===== src/rtl/fifo_rr_sched.sv =====
// Purpose: round-robin drain of NUM_CH FWFT FIFOs onto one registered, channel-tagged stream.
// Latency: head word valid in cycle t (scheduler idle) -> grant/pop in t+1 -> out_valid_o in t+2.
// Backpressure: out_ready_i low with out_valid_o high freezes output, pops and FSM.
// Ports:
//   clk, rst_n          clock, async active-low reset
//   en_i                arbitration enable (gates new grants only, never aborts a burst)
//   ch_data_i/_empty_i  head word and empty flag of each FIFO (channel k at [k*DATA_WIDTH +: DATA_WIDTH])
//   ch_rd_en_o          per-channel pop strobe, at most one bit high
//   out_data_o/_ch_o    registered output word and its source channel
//   out_valid_o/_ready_i output handshake
//   grant_o, busy_o     one-hot current grant; activity indicator
module fifo_rr_sched #(
  parameter int DATA_WIDTH = 8,
  parameter int CH_WIDTH   = 2,
  parameter int BURST_LEN  = 4,
  localparam int NUM_CH    = 2 ** CH_WIDTH
) (
  input  logic                         clk,
  input  logic                         rst_n,
  input  logic                         en_i,
  input  logic [NUM_CH*DATA_WIDTH-1:0] ch_data_i,
  input  logic [NUM_CH-1:0]            ch_empty_i,
  output logic [NUM_CH-1:0]            ch_rd_en_o,
  output logic [DATA_WIDTH-1:0]        out_data_o,
  output logic [CH_WIDTH-1:0]          out_ch_o,
  output logic                         out_valid_o,
  input  logic                         out_ready_i,
  output logic [NUM_CH-1:0]            grant_o,
  output logic                         busy_o
);

  // Burst counter only needs to reach BURST_LEN-1; keep at least one bit.
  localparam int CNT_W = (BURST_LEN > 1) ? $clog2(BURST_LEN) : 1;
  localparam logic [CNT_W-1:0] LAST_CNT = CNT_W'(BURST_LEN - 1);

  typedef enum logic {
    S_IDLE  = 1'b0,
    S_GRANT = 1'b1
  } state_t;

  state_t                  r_state;
  state_t                  w_state_nxt;
  // Doubles as the granted channel while in S_GRANT.
  logic [CH_WIDTH-1:0]     r_last_grant;
  logic [CNT_W-1:0]        r_burst_cnt;
  logic [DATA_WIDTH-1:0]   r_out_data;
  logic [CH_WIDTH-1:0]     r_out_ch;
  logic                    r_out_valid;

  logic                    w_can_load;
  logic                    w_g_empty;
  logic                    w_pop;
  logic                    w_start;
  logic [DATA_WIDTH-1:0]   w_g_data;
  logic                    w_sel_vld;
  logic [CH_WIDTH-1:0]     w_sel_ch;

  // Output register may load whenever it is empty or being drained this cycle.
  assign w_can_load = !r_out_valid || out_ready_i;
  assign w_g_empty  = ch_empty_i[r_last_grant];
  assign w_g_data   = ch_data_i[r_last_grant*DATA_WIDTH +: DATA_WIDTH];
  assign w_pop      = (r_state == S_GRANT) && !w_g_empty && w_can_load;
  assign w_start    = (r_state == S_IDLE) && en_i && w_sel_vld;

  // Round-robin search starting at last_grant+1. Iterating from the farthest
  // offset down lets the nearest non-empty channel overwrite the result.
  // Offset NUM_CH wraps to last_grant itself, so a lone channel is re-granted.
  always_comb begin
    logic [CH_WIDTH-1:0] v_idx;
    w_sel_vld = 1'b0;
    w_sel_ch  = '0;
    v_idx     = '0;
    for (int i = NUM_CH; i >= 1; i--) begin
      v_idx = r_last_grant + CH_WIDTH'(i);
      if (!ch_empty_i[v_idx]) begin
        w_sel_vld = 1'b1;
        w_sel_ch  = v_idx;
      end
    end
  end

  // Next-state logic. While the output is stalled nothing is evaluated,
  // so a channel going empty during a stall does not end the burst early.
  always_comb begin
    w_state_nxt = r_state;
    case (r_state)
      S_IDLE: begin
        if (w_start) begin
          w_state_nxt = S_GRANT;
        end
      end
      S_GRANT: begin
        if (w_can_load) begin
          if (w_g_empty) begin
            w_state_nxt = S_IDLE;
          end else if (r_burst_cnt == LAST_CNT) begin
            w_state_nxt = S_IDLE;
          end
        end
      end
      default: w_state_nxt = S_IDLE;
    endcase
  end

  always_comb begin
    ch_rd_en_o = '0;
    if (w_pop) begin
      ch_rd_en_o[r_last_grant] = 1'b1;
    end
  end

  always_comb begin
    grant_o = '0;
    if (r_state == S_GRANT) begin
      grant_o[r_last_grant] = 1'b1;
    end
  end

  always_ff @(posedge clk or negedge rst_n) begin
    if (!rst_n) begin
      r_state      <= S_IDLE;
      r_last_grant <= '1;
      r_burst_cnt  <= '0;
    end else begin
      r_state <= w_state_nxt;
      if (w_start) begin
        r_last_grant <= w_sel_ch;
        r_burst_cnt  <= '0;
      end else if (w_pop) begin
        r_burst_cnt  <= r_burst_cnt + 1'b1;
      end
    end
  end

  always_ff @(posedge clk or negedge rst_n) begin
    if (!rst_n) begin
      r_out_data  <= '0;
      r_out_ch    <= '0;
      r_out_valid <= 1'b0;
    end else begin
      if (w_pop) begin
        r_out_data  <= w_g_data;
        r_out_ch    <= r_last_grant;
        r_out_valid <= 1'b1;
      end else if (w_can_load) begin
        r_out_valid <= 1'b0;
      end
    end
  end

  assign out_data_o  = r_out_data;
  assign out_ch_o    = r_out_ch;
  assign out_valid_o = r_out_valid;
  assign busy_o      = (r_state == S_GRANT) || r_out_valid;

endmodule


===== config.mk =====
export PLATFORM = sky130hd
export DESIGN_NAME = fifo_rr_sched
export DESIGN_NICKNAME = d
export VERILOG_FILES = /design/src/rtl/fifo_rr_sched.sv
export SDC_FILE = /design/constraint.sdc
export NUM_CORES = 1
export LEC_CHECK = 0
export ABC_AREA = 1
export CORE_MARGIN = 5
export CORE_UTILIZATION = 37
export CTS_CLUSTER_SIZE = 20
export DETAILED_ROUTE_END_ITERATION = 6
export GPL_ROUTABILITY_DRIVEN = 0
export PLACE_DENSITY = 0.83
export SYNTH_ARGS = -nofsm -noshare
export SYNTH_HDL_FRONTEND = slang
export SYNTH_SLANG_ARGS = --single-unit

===== constraint.sdc =====
create_clock -name clk -period 1.7 [get_ports clk]
set_input_delay 0.34 -clock clk [delete_from_list [all_inputs] [get_ports clk]]
set_output_delay 0.34 -clock clk [all_outputs]
set_load 0.01 [all_outputs]

==> key figures <==
Routing
  – Iteration-0 DRC Markers: 73
  – First drt pass iteration count: 4
  – Post-route DRC violation count: 0
  – Final ANT Viol Nets: 0
  – Vias/cell: 4.81
  – Total wire length: 4070 um
  – Routed length per instance: roughly 13 um
  – Routed via count: 1543

Critical path
  – Stages on the worst setup path: 6
  – Max Fanout on Critical Path: 5
  – Worst setup SP type: flop
  – WP data arrival: 1.59 ns
  – Delay-heaviest family, CP: flip-flops
  – R2r worst-path depth: 11
  – Slowest stage delay, CP: 0.59 ns
  – CP max-delay cell: dfstp_2
  – Worst path cell trace: inv_2 > buf_4 > ha_4 > nand2_1 > inv_1 > clkdlybuf4s15_2
  – WS Path Type: reg2out
  – Critical path capture point type: output port
  – Required @ worst endpoint: between 1 and 1.5 ns
  – Buffers plus inverters on the worst setup path: 4

Synthesis
  – Main flop type after synthesis: dfrtp_1
  – Unique masters post-synth: 24
  – Post-Syn Area per Cell: between 6 and 7 um^2
  – Ys async rst share: 100%
  – Synth Warn #: 0
  – Yosys reg bits: 16
  – Post-synth top area share: 28.1%
  – Cell taking the most area after synthesis: dfrtp_1
  – Synthesized Nets: roughly 240
  – Syn Std Cell Area: around 0.0012 mm^2
  – Post-synthesis sequential area ratio: around a third
  – Number of synthesized flops with an enable pin: 0
  – Synth top area cells: dfrtp_1 (28%), nand2_1 (20%), nor2_1 (7.2%), o21ai_0 (6.4%), inv_1 (5.4%)
  – Gate Count Post-Synth: 192

Floorplan
  – Std cell rows: 21
  – Initial Utilization: 37.7%
  – Die width: 68.1 um
  – Core area: 0.00331 mm^2
  – Vert. Die Dim: between 60 and 70 um
  – Die area: 0.00463 mm^2
  – IO Count: 60

Outcome
  – Status: finished with violations
  – Failing checks: setup timing

Timing
  – Fin. Hold Viols: 0
  – Minimum clock period: approximately 1.9 ns
  – Final TNS setup: -1.40 ns
  – # setup viols final: 8
  – Least-Margin Pin Slew: 0.348 ns
  – RSZ-0062 raised after global routing: yes
  – FMAX: between 500 and 600 MHz
  – Slew Limit Fails: 0
  – PnR worst setup slack: -0.230 ns
  – Clock Skew: 0.00319 ns
  – Fin crit share: 114%
  – Slew HR: approximately 77%

Clock tree
  – Clock tree sinks: 16
  – TritonCTS clock tree: done
  – CTS Hold Bufs: 0
  – CTS buffer count: 3
  – CTS max path bufs: 2
  – Clk slew on worst S/H paths: about 0.10 ns
  – Worst skew pair latency: 0.29 ns
  – CTS H-tree lvls: 1
  – Clock Tree Root: clkbuf_4

Flow run
  – Max-cap check violation count: 0

GRT
  – First-pass GRT wire length: 6550 um
  – Initial antenna violation count: 0
  – Grt ovf: 0
  – Number of global-route vias before repair: around 1500
  – Maximum number of pins on one net before global-route repair: 17
  – Total track usage: 18.5%

Placement
  – Input/output buffers: a little under 60
  – Post-detail-place hpwl: about 3000 um
  – DP Cell Count: 308

Cells and area
  – # fillers: 298
  – Nets: between 300 and 400
  – Share of cells above drive strength 1: between 20% and 30%
  – N_diodes: 0
  – Fin cells: 321
  – Area growth from synthesis to layout: 75.7%

Power and ir drop
  – Static leakage: 1.09 nW
  – Power Dens Cells: about 1700 mW/mm^2
  – Worst vdd ir: 0.864 mV

Worst hold path
  – HP Class: in2async
-- timing repair --
action | CTS | global route
gates resized for setup | 44 | 17
buffers inserted | 4 | 6
pin swaps | 3 | 6
setup endpoints to repair | 9 | 14
cloned | 0 | 0
-- final cells by class --
type	instances	area, um^2	share of cell area (%)
clock buffer	4	36.3	1.66
multi-input combinational	146	800	36.5
inverter	21	81.3	3.71
tap	46	57.6	2.63
sequential	16	404	18.4
timing repair buffer	88	813	37.1
-- Yosys cell counts, types with 3 or more instances --
cell,n
dfrtp_1,14
buf_2,4
ha_1,5
nor2_1,24
clkbuf_1,3
nand2_2,4
o22ai_1,8
nand3_1,10
inv_1,18
nand2_1,65
inv_2,3
o21ai_0,16
-- worst paths after layout --
kind / from / to / slack, ns
max: r_last_grant[1] / grant_o[0] / -0.23
min: rst_n / out_data_o[0] / 0.35
max in group asynchronous: rst_n / r_last_grant[0] / 1.10
max reg2reg: r_last_grant[0] / r_state / 0.03
min in group clk: out_data_o[3] / out_data_o[3] / 0.49
min reg2reg: out_data_o[3] / out_data_o[3] / 0.49
-- sequential cells by signal (all words and copies together) (netlist names) --
| register | count |
|---|---|
| out_ch_o | 2 |
| r_last_grant | 2 |
| r_burst_cnt | 2 |
| out_valid_o | 1 |
| r_state | 1 |
| out_data_o | 8 |
-- routing by layer --
metal | vias up | track usage (%) | wire, um
li1 | 770 | - | -
met1 | 718 | 22.0 | 1690
met2 | 49 | 34.3 | 2070
met3 | 6 | 1.97 | 246
met4 | 0 | 6.20 | 61
met5 | - | 0 | 0
-- layout by cell type, fill, tap and decap left out, types with 3 or more instances in the layout --
cell type         n
nand2_1          59
clkdlybuf4s50_1  50
buf_4            24
nor2_1           22
inv_1            17
o21ai_0          16
dfrtp_1          13
nand2_2           8
o22ai_1           8
nand3_1           7
buf_6             7
nand2_4           4
inv_2             3
nand3_2           3
clkbuf_4          3
buf_2             3
clkdlybuf4s15_2   3
-- through the flow --
step                      utilization, %  instance area [um^2]  hold slack [ns]  worst slack [ns]  power (mW)
final                               66.2                  2190            0.354            -0.230        3.65
after global routing                66.2                  2190            0.350            -0.303        3.99
after CTS                           63.2                  2090            0.359            -0.195        3.43
after detailed placement            60.5                  2000            0.464            -0.538        3.07
after global placement              60.5                  2000            0.461            -0.532        3.00
after floorplan                        -                  1270           0.0444            0.0150        2.09
-- kinds of logic (layout without fill, tap and decap cells) --
kind of cell             count (synthesis)  count (layout)  share of synthesized area [%]
AND/OR/NAND/NOR                        112             112                           39.0
flip-flops                              16              16                           32.3
buffers and inverters                   30             113                           10.6
adder cells (fa/ha/maj)                  5               5                           5.02
AO/OA/AOI/OAI                           29              29                           13.0
-- where the power goes --
part	internal (mW)	total, mW	switching (mW)
Sequential	0.577	0.704	0.126
Clock	0.131	0.263	0.133
Combinational	1.29	2.69	1.39
Total	2.00	3.65	1.65
No activity file was read; power rests on OpenSTA's default activity.
